==> src/rtl/cpu16_pkg.sv <==
// Shared widths and writeback request type for the 16-bit CPU register file.
package cpu16_pkg;
  localparam int DATA_W   = 16;
  localparam int ADDR_W   = 3;
  localparam int NUM_REGS = 2**ADDR_W;

  typedef struct packed {
    logic [ADDR_W-1:0] rd;
    logic [DATA_W-1:0] data;
  } wb_req_t;
endpackage

==> src/rtl/regfile_wb_arbiter_if.sv <==
// Writeback, issue/hazard and register-file write signals of the writeback arbiter.
interface regfile_wb_if;
  import cpu16_pkg::*;
  logic              alu_valid, alu_ready;
  logic [ADDR_W-1:0] alu_rd;
  logic [DATA_W-1:0] alu_data;
  logic              ld_valid;
  logic [ADDR_W-1:0] ld_rd;
  logic [DATA_W-1:0] ld_data;
  logic              issue_valid, issue_ready;
  logic [ADDR_W-1:0] issue_rd, rs_addr, rt_addr;
  logic              rs_busy, rt_busy;
  logic              RegWrite;
  logic [ADDR_W-1:0] RD;
  logic [DATA_W-1:0] WriteData;

  modport slave (
    input  alu_valid, alu_rd, alu_data, ld_valid, ld_rd, ld_data,
           issue_valid, issue_rd, rs_addr, rt_addr,
    output alu_ready, issue_ready, rs_busy, rt_busy, RegWrite, RD, WriteData
  );
  modport master (
    output alu_valid, alu_rd, alu_data, ld_valid, ld_rd, ld_data,
           issue_valid, issue_rd, rs_addr, rt_addr,
    input  alu_ready, issue_ready, rs_busy, rt_busy, RegWrite, RD, WriteData
  );
endinterface

==> src/rtl/wb_load_fifo.sv <==
// Small circular FIFO for returning loads; push and pop may coincide when full.
module wb_load_fifo #(
  parameter int DEPTH = 2,
  parameter int W     = 8
) (
  input  logic         clock,
  input  logic         reset,
  input  logic         push,
  input  logic         pop,
  input  logic [W-1:0] din,
  output logic [W-1:0] head,
  output logic         full,
  output logic         empty
);
  localparam int PW = (DEPTH > 1) ? $clog2(DEPTH) : 1;
  localparam int CW = $clog2(DEPTH + 1);

  logic [W-1:0]  mem [DEPTH];
  logic [PW-1:0] wrPtr, rdPtr;
  logic [CW-1:0] count;
  logic          doPush, doPop;

  function automatic logic [PW-1:0] nxt(input logic [PW-1:0] p);
    return (p == PW'(DEPTH - 1)) ? '0 : p + 1'b1;
  endfunction

  assign full   = (count == CW'(DEPTH));
  assign empty  = (count == '0);
  assign doPop  = pop && !empty;
  assign doPush = push && (!full || doPop);
  assign head   = mem[rdPtr];

  always_ff @(posedge clock or posedge reset)
    if (reset) begin
      wrPtr <= '0;
      rdPtr <= '0;
      count <= '0;
    end else begin
      if (doPush) wrPtr <= nxt(wrPtr);
      if (doPop)  rdPtr <= nxt(rdPtr);
      if (doPush && !doPop)      count <= count + 1'b1;
      else if (doPop && !doPush) count <= count - 1'b1;
    end

  // Payload storage needs no reset; occupancy is tracked by count.
  always_ff @(posedge clock)
    if (doPush) mem[wrPtr] <= din;
endmodule

==> src/rtl/regfile_wb_arbiter.sv <==
// Single write port of the register file: ALU/load arbitration, output register
// and per-register pending-write scoreboard for decode hazard stalls.
module regfile_wb_arbiter
  import cpu16_pkg::*;
#(
  parameter int LQ_DEPTH = 2,
  parameter int CNT_W    = 2
) (
  input logic         clock,
  input logic         reset,
  regfile_wb_if.slave wb
);
  wb_req_t             ldReq, ldHead, aluReq, grantReq;
  logic                lqFull, lqEmpty;
  logic                lastLoad, aluReady, grantLoad, grant, issueFire;
  logic [NUM_REGS-1:0] incV, decV;
  logic [NUM_REGS-1:0][CNT_W-1:0] cnt;

  assign ldReq  = '{rd: wb.ld_rd,  data: wb.ld_data};
  assign aluReq = '{rd: wb.alu_rd, data: wb.alu_data};

  wb_load_fifo #(.DEPTH(LQ_DEPTH), .W($bits(wb_req_t))) u_lq (
    .clock (clock),
    .reset (reset),
    .push  (wb.ld_valid),
    .pop   (grantLoad),
    .din   (ldReq),
    .head  (ldHead),
    .full  (lqFull),
    .empty (lqEmpty)
  );

  // A full queue must drain because loads cannot be back-pressured.
  always_comb begin
    aluReady  = 1'b1;
    grantLoad = 1'b0;
    if (lqFull) begin
      aluReady  = 1'b0;
      grantLoad = 1'b1;
    end else if (!lqEmpty) begin
      aluReady  = lastLoad;
      grantLoad = !(wb.alu_valid && lastLoad);
    end
  end

  assign wb.alu_ready = aluReady;
  assign grant        = grantLoad || (wb.alu_valid && aluReady);
  assign grantReq     = grantLoad ? ldHead : aluReq;

  always_ff @(posedge clock or posedge reset)
    if (reset) begin
      lastLoad     <= 1'b1;
      wb.RegWrite  <= 1'b0;
      wb.RD        <= '0;
      wb.WriteData <= '0;
    end else begin
      wb.RegWrite <= grant;
      if (grant) begin
        lastLoad     <= grantLoad;
        wb.RD        <= grantReq.rd;
        wb.WriteData <= grantReq.data;
      end
    end

  assign issueFire      = wb.issue_valid && wb.issue_ready;
  assign wb.issue_ready = (cnt[wb.issue_rd] != '1);
  assign wb.rs_busy     = (cnt[wb.rs_addr] != '0);
  assign wb.rt_busy     = (cnt[wb.rt_addr] != '0);

  always_comb begin
    incV = '0;
    decV = '0;
    if (issueFire)   incV[wb.issue_rd] = 1'b1;
    if (wb.RegWrite) decV[wb.RD]       = 1'b1;
  end

  always_ff @(posedge clock or posedge reset)
    if (reset) cnt <= '0;
    else
      for (int r = 0; r < NUM_REGS; r++) begin
        if (incV[r] && !decV[r])                      cnt[r] <= cnt[r] + 1'b1;
        else if (decV[r] && !incV[r] && cnt[r] != '0) cnt[r] <= cnt[r] - 1'b1;
      end

  // A commit with nothing outstanding means decode and writeback disagree.
  a_noUnderflow: assert property (@(posedge clock) disable iff (reset)
    wb.RegWrite |-> (cnt[wb.RD] != '0 || incV[wb.RD]));
endmodule

==> src/flat_wrapper.sv <==
// flat-port wrapper written by rule: the top's interface ports become plain ports
module regfile_wb_arbiter_flat import cpu16_pkg::*;
#(
  parameter int LQ_DEPTH = 2,
  parameter int CNT_W    = 2
)
  (clock, reset, wb_alu_valid, wb_alu_rd, wb_alu_data, wb_ld_valid, wb_ld_rd, wb_ld_data, wb_issue_valid, wb_issue_rd, wb_rs_addr, wb_rt_addr, wb_alu_ready, wb_issue_ready, wb_rs_busy, wb_rt_busy, wb_RegWrite, wb_RD, wb_WriteData);
  regfile_wb_if wb_i ();
  input logic clock;
  input logic reset;
  input wire logic [$bits(wb_i.alu_valid)-1:0] wb_alu_valid;
  input wire logic [$bits(wb_i.alu_rd)-1:0] wb_alu_rd;
  input wire logic [$bits(wb_i.alu_data)-1:0] wb_alu_data;
  input wire logic [$bits(wb_i.ld_valid)-1:0] wb_ld_valid;
  input wire logic [$bits(wb_i.ld_rd)-1:0] wb_ld_rd;
  input wire logic [$bits(wb_i.ld_data)-1:0] wb_ld_data;
  input wire logic [$bits(wb_i.issue_valid)-1:0] wb_issue_valid;
  input wire logic [$bits(wb_i.issue_rd)-1:0] wb_issue_rd;
  input wire logic [$bits(wb_i.rs_addr)-1:0] wb_rs_addr;
  input wire logic [$bits(wb_i.rt_addr)-1:0] wb_rt_addr;
  output wire logic [$bits(wb_i.alu_ready)-1:0] wb_alu_ready;
  output wire logic [$bits(wb_i.issue_ready)-1:0] wb_issue_ready;
  output wire logic [$bits(wb_i.rs_busy)-1:0] wb_rs_busy;
  output wire logic [$bits(wb_i.rt_busy)-1:0] wb_rt_busy;
  output wire logic [$bits(wb_i.RegWrite)-1:0] wb_RegWrite;
  output wire logic [$bits(wb_i.RD)-1:0] wb_RD;
  output wire logic [$bits(wb_i.WriteData)-1:0] wb_WriteData;
  assign wb_i.alu_valid = wb_alu_valid;
  assign wb_i.alu_rd = wb_alu_rd;
  assign wb_i.alu_data = wb_alu_data;
  assign wb_i.ld_valid = wb_ld_valid;
  assign wb_i.ld_rd = wb_ld_rd;
  assign wb_i.ld_data = wb_ld_data;
  assign wb_i.issue_valid = wb_issue_valid;
  assign wb_i.issue_rd = wb_issue_rd;
  assign wb_i.rs_addr = wb_rs_addr;
  assign wb_i.rt_addr = wb_rt_addr;
  assign wb_alu_ready = wb_i.alu_ready;
  assign wb_issue_ready = wb_i.issue_ready;
  assign wb_rs_busy = wb_i.rs_busy;
  assign wb_rt_busy = wb_i.rt_busy;
  assign wb_RegWrite = wb_i.RegWrite;
  assign wb_RD = wb_i.RD;
  assign wb_WriteData = wb_i.WriteData;
  regfile_wb_arbiter #(.LQ_DEPTH(LQ_DEPTH), .CNT_W(CNT_W)) u_core (.clock(clock), .reset(reset), .wb(wb_i));
endmodule
==> config.mk <==
export PLATFORM = sky130hd
export DESIGN_NAME = regfile_wb_arbiter_flat
export DESIGN_NICKNAME = d
export VERILOG_FILES = /design/src/rtl/cpu16_pkg.sv /design/src/rtl/regfile_wb_arbiter_if.sv /design/src/rtl/wb_load_fifo.sv /design/src/rtl/regfile_wb_arbiter.sv /design/src/flat_wrapper.sv
export SDC_FILE = /design/constraint.sdc
export NUM_CORES = 1
export LEC_CHECK = 0
export CAP_MARGIN = 15
export CORE_MARGIN = 1
export CORE_UTILIZATION = 52
export DETAILED_ROUTE_END_ITERATION = 10
export PLACE_DENSITY = 0.84
export SYNTH_ARGS = -nofsm -noshare
export SYNTH_HDL_FRONTEND = slang
export SYNTH_SLANG_ARGS = --single-unit
==> constraint.sdc <==
create_clock -name clock -period 2.8 [get_ports clock]
set_clock_uncertainty 0.15 [all_clocks]
set_input_delay 0.42 -clock clock [delete_from_list [all_inputs] [get_ports clock]]
set_output_delay 0.42 -clock clock [all_outputs]
set_load 0.01 [all_outputs]
Word level (Yosys, flattened, before mapping)
Memories as Yosys holds them, arrays and structs flattened.
Index checks and enable logic that the tools add are counted.
- output and inout port bits: 24
- bits in latches: 0
- input bits: 52
- register bits after elaboration: 41
- logic and storage cells: 159
- memory bits (writable): 38
- memories kept: 1
- bits in read-only memories: 0
- memories (memory ; words ; width ; read ports ; clocked after memory_dff ; write ports ; RTL line ; RTL):
    u_core.u_lq.mem ; 2 ; 19 ; 1 ; 0 ; 1 ; wb_load_fifo.sv:18 ; logic [W-1:0] mem [DEPTH];
- $mul: 0
- eq/ne operators: 2
- add/subtract/negate cells: 20
- bitwise operators: 0
- shifts and indexed selects: 0
- div/mod/pow operators: 0
- reductions and logical operators: 76
- mux-type cells: 39
- $lt $le $gt $ge: 6
- operator list (kind ; number):
    $mux 2 ; 21
    $reduce_bool 2->1 ; 19
    $logic_and 1x1->1 ; 33
    $logic_not 1->1 ; 21
    $mux 19 ; 1
    $add 2x1->2 const B ; 9
    $bmux 2 s3 ; 3
    $sub 2x1->2 const B ; 9
    $lt 3x4->1 const B ; 4
    $mux 8 ; 2
    $mux 1 ; 10
    $demux 1 s3 ; 2
    $ge 3x1->1 const B ; 2
    $add 1x1->1 const B ; 2
    $eq 2x2->1 const B ; 1
    $logic_not 2->1 ; 1
    $logic_or 1x1->1 ; 2
    $ne 2x2->1 const B ; 1

Longest topological paths before layout
- depth after elaboration: 11
- depth in mapped cells: 9
- gate-level depth less buffers: 7

Cells and area by module
From an unflattened synthesis, not the netlist that was laid out.
- cells, all modules: 347
- area, all modules: 4047.6 um^2
- modules (own cells, without submodules) (module ; seq. area each (um^2) ; times used ; area an instance (um^2) ; cells each):
    regfile_wb_arbiter ; 927.1 ; 1 ; 2459.9 ; 268
    wb_load_fifo ; 1241.2 ; 1 ; 1587.8 ; 79

Worst setup path after synthesis
No wires, ideal clock.
- kind: input-to-reg
- start: input wb_issue_rd[2]
- end: register u_core.cnt[4] (netlist name)
- library setup time: 0.082 ns
- arrival: 1.987 ns
- path slack: 0.581 ns
- data required time: 2.568 ns
- cell stages on the path: 7
- buffers on the path: 1
- cells stage by stage: buf_2 or3b_1 a21oi_2 nor4_4 o21a_1 or3b_1 a22oi_2
- longest elaborated chain between the ends: 9
- elaborated cells on any way between the ends: 16
- those cells by class: 2 x order compare; 1 x eq/ne; 6 x mux; 7 x reduce/logical
- ends and longest elaborated chain (what ; RTL line ; RTL):
    start: declaration ; flat_wrapper.sv:18 ; input wire logic [$bits(wb_i.issue_rd)-1:0] wb_issue_rd;
    $lt 3x4->1 (not written as such), or another cell as far along ; regfile_wb_arbiter.sv:73 ; if (issueFire) incV[wb.issue_rd] = 1'b1;
    $logic_and 1x1->1 (not written as such) or $mux 2 (tied branches) ; regfile_wb_arbiter.sv:73, regfile_wb_arbiter.sv:66 ;
    $mux 1 (not written as such) or $ne 2x2->1 (tied branches) ; regfile_wb_arbiter.sv:73, regfile_wb_arbiter.sv:66 ;
    $demux 1 s3 or $logic_and 1x1->1 (tied branches) ; - ;
    $mux 8 * ; regfile_wb_arbiter.sv:73 ;
    $logic_not 1->1 ; regfile_wb_arbiter.sv:82 ; else if (decV[r] && !incV[r] && cnt[r] != '0) cnt[r] <= cnt[r] - 1'b1;
    $logic_and 1x1->1 (2 in a row) ; regfile_wb_arbiter.sv:82 ;
    $reduce_bool 2->1 (no source line) ; - ;
    end signal: indexed assignment ; regfile_wb_arbiter.sv:81 ; if (incV[r] && !decV[r]) cnt[r] <= cnt[r] + 1'b1;
    end: declaration ; regfile_wb_arbiter.sv:17 ; logic [NUM_REGS-1:0][CNT_W-1:0] cnt;
Every way passes the cells marked *; elsewhere a longest branch is shown, timed or not. The select of a mux whose other input is x is not followed.
A chain may end at the register's enable or synchronous reset.

Worst setup path after layout
- start: input wb_issue_rd[2]
- end: output wb_issue_ready
- longest elaborated chain between the ends: 3
- ends and longest elaborated chain (what ; RTL line ; RTL):
    $bmux 2 s3 ; regfile_wb_arbiter.sv:66 ; assign wb.issue_ready = (cnt[wb.issue_rd] != '1);
    $mux 2 (not written as such) ; regfile_wb_arbiter.sv:66 ;
    $ne 2x2->1 ; regfile_wb_arbiter.sv:66 ;
    end: declaration ; flat_wrapper.sv:22 ; output wire logic [$bits(wb_i.issue_ready)-1:0] wb_issue_ready;
Every way passes these cells. The select of a mux whose other input is x is not followed.

==> qor.yml <==
run_status:
  outcome: "finished, final reports clean"
yosys:
  synth_ff_type: "dfrtp_1"
  synthSimpleGateAreaFrac_pct: 14.46
  synth_top_family_by_area: "compound AO/OA/AOI/OAI gates"
  synth_top_cell_area_share_pct: 29.56
  syn_area_um2: 3860
  yosysMostFrequentCell: "o21ai_0"
  synth_top_area_cell: "edfxtp_1"
  synthDistinctLibCells: 48
  synthAdderAreaFrac_pct: 0.3241
  synth_edf_count: 38
  ys.warnings.count: 0
  syn_nets: 404
  muxShareOfSynthArea_pct: 7.520
  async_flop_share_pct: 51.90
  synth-compound-area-share_pct: 16.05
  synth_area_leaders: "edfxtp_1, dfrtp_1, o21ai_0, mux2i_1, nand2_1"
  synthCells: 351
  synth_xor_area_share_pct: 2.496
  yosysSeqAreaShare_pct: 56.18
  synth_common_cells: "o21ai_0, nand2_1, dfrtp_1"
  syn_area_per_cell_um2: 11.00
  ys_ff_latch: 79
floorplan:
  die_area_um2: 7771
  die_w_um: 88.16
  rows: 31
  core_um2: 7214
  die_h_um: 88.16
  start_util_pct: 53.50
  io_pins: 76
flow_run:
  drv_cap: 0
clocking:
  htree_levels: 3
  cts_root_buffer: "clkbuf_8"
  cts_buffers: 9
  cts.reportedPaths.clkPinSlew_ns: 0.09
  post-cts-setup-buffers: 0
  clock_sink_count: 79
  cts.repair.resized: 4
  clk_path_buf_depth: 2
  cts_tree: "built"
  worstSkewPairLatency_ns: 0.36
  cts.hold.buffers_added: 0
detailed_routing:
  vias: 3046
  drtIter0Drc: 146
  drc_errors: 0
  routedWlPerCell_um: 15.34
  vias_per_cell: 5.518
  wirelength_um: 8469
  dr.pass1.iters: 5
  ant_nets: 0
sta:
  holdWs_ns: 0.09777
  max_freq_ghz: 0.3684
  period_needed_ns: 2.715
  final-setup-viol-count: 0
  tightest_slew_ns: 0.3650
  period_share_pct: 96.95
  slew_headroom_pct: 75.67
  fin_tns_setup_ns: 0
  final-hold-violation-count: 0
  maxSlewViolCount: 0
  rsz0062_at_grt: "false"
layout:
  area_growth_pct: 32.32
  layout.nets: 501
  drive_above_1_share_pct: 15.67
  antenna_cells: 0
  nFillCells: 532
  finalInstanceArea_um2: 5107
setup_path:
  worst_setup_path_start_kind: "primary input"
  required_ns: 2.23
  cp-end-kind: "output pin"
  worstSetupPathType: "primary input to output pin"
  crit_fanout: 2
  critical_path_arrival_ns: 2.14
power:
  ir_drop_mv: 0.6432
  power_mw: 4.963
  leakagePower_nw: 1.983
  power.density_nw_per_um2: 971.7
place:
  dp_hpwl_um: 6047
  io_buffer_count: 75
  gp_congestion: 0.9148
  place_area_um2: 4898
grt:
  gr-usage-all-layers_pct: 24.25
  overflow: 0
  grt_max_degree: 39
  antenna_found_initial: 0
  grt_pass1_wl_um: 14020
  first_global_vias: 3054
worst_hold_path:
  hold_path.class: "primary input to async pin"
cells by family (layout without fill, tap and decap cells):
group / after synthesis / count (layout)
muxes: 26 / 26
adders and majority gates: 1 / 1
and+or+nand+nor: 107 / 107
DFF: 79 / 79
buffers and inverters: 26 / 128
xor gates and xnor gates: 11 / 11
AOI/OAI and AO/OA: 101 / 101
cell usage in the layout, fill, tap and decap left out, types with 2 or more instances in the layout:
| master | netlist | final |
|---|---|---|
| a211oi_1 | 4 | 4 |
| a21o_1 | 3 | 3 |
| a21oi_1 | 14 | 14 |
| a21oi_2 | 4 | 4 |
| a22oi_1 | 2 | 2 |
| a22oi_2 | 3 | 3 |
| a32o_1 | 2 | 2 |
| a32oi_1 | 2 | 2 |
| and2_1 | 2 | 2 |
| and2b_1 | 2 | 2 |
| buf_4 | 0 | 27 |
| clkbuf_8 | 0 | 10 |
| clkdlybuf4s50_1 | 0 | 74 |
| dfrtp_1 | 40 | 39 |
| edfxtp_1 | 38 | 38 |
| inv_1 | 9 | 8 |
| inv_6 | 0 | 2 |
| mux2_2 | 4 | 4 |
| mux2i_1 | 20 | 20 |
| mux4_2 | 2 | 2 |
| nand2_1 | 52 | 52 |
| nand3_1 | 9 | 9 |
| nor2_1 | 12 | 12 |
| nor2b_1 | 6 | 5 |
| nor3_1 | 7 | 6 |
| o211ai_1 | 4 | 4 |
| o21a_1 | 2 | 2 |
| o21ai_0 | 56 | 56 |
| or3b_1 | 6 | 6 |
| xnor2_1 | 7 | 7 |
| xor2_1 | 4 | 4 |
registers in the layout, indices dropped and copies added, names as in the netlist:
register             cells
u_core.cnt              16
u_core.wb.WriteData     16
u_core.wb.RegWrite       1
u_core.u_lq.rdPtr        1
u_core.u_lq.mem         38
u_core.u_lq.count        2
u_core.wb.RD             3
u_core.lastLoad          1
u_core.u_lq.wrPtr        1
worst max-delay path: stages:
cell             delay, ns
clkdlybuf4s50_1       0.50
mux2_2                0.34
a32o_1                0.27
or2_4                 0.25
nand2b_1              0.13
o21ai_0               0.07
buf_2                 0.15
final cells by class:
class | instances | area, um^2 | share of cell area, %
multi-input cells | 246 | 1599 | 31.31
clock buffers | 10 | 137.6 | 2.695
well taps | 99 | 123.9 | 2.425
repair buffers | 103 | 968.4 | 18.96
inverters | 9 | 33.78 | 0.6614
flip-flops and latches | 79 | 2170 | 42.48
clock inverters | 6 | 75.07 | 1.470
power breakdown:
group          switching, mW  internal, mW
combinational           1.02          1.02
clock                  0.453         0.450
sequential             0.368          1.65
final timing paths:
| check | startpoint | to | slack (ns) | cells past startpoint |
|---|---|---|---|---|
| max in group asynchronous | reset | u_core.lastLoad$_DFFE_PP1P_ | 1.94 | 3 |
| worst min register to register | u_core.wb.WriteData[2]$_DFFE_PP0P_ | u_core.wb.WriteData[2]$_DFFE_PP0P_ | 0.33 | 2 |
| worst max-delay path | wb_issue_rd[2] | wb_issue_ready | 0.09 | 7 |
| worst min-delay path | reset | u_core.cnt[12]$_DFFE_PP0P_ | 0.1 | 2 |
| min in group clock | u_core.wb.WriteData[2]$_DFFE_PP0P_ | u_core.wb.WriteData[2]$_DFFE_PP0P_ | 0.33 | 2 |
| worst max register to register | u_core.cnt[2]$_DFFE_PP0P_ | u_core.cnt[6]$_DFFE_PP0P_ | 0.52 | 7 |
stage by stage:
stage,std cells,setup WS [ns],utilization [%]
after CTS,552,0.07919,70.78
after detailed placement,536,-0.3181,67.90
final,552,0.08549,70.79
after global placement,536,-0.2820,67.90
after floorplan,351,0.5809,-
after global routing,552,0.02434,70.79
routing by layer:
layer / share of wire (%) / global-route usage, %
met5: 0 / 0
met4: 2.2 / 9.971
met3: 5.4 / 6.692
met2: 49 / 41.44
met1: 43 / 29.05
No activity file was read; power rests on OpenSTA's default activity.
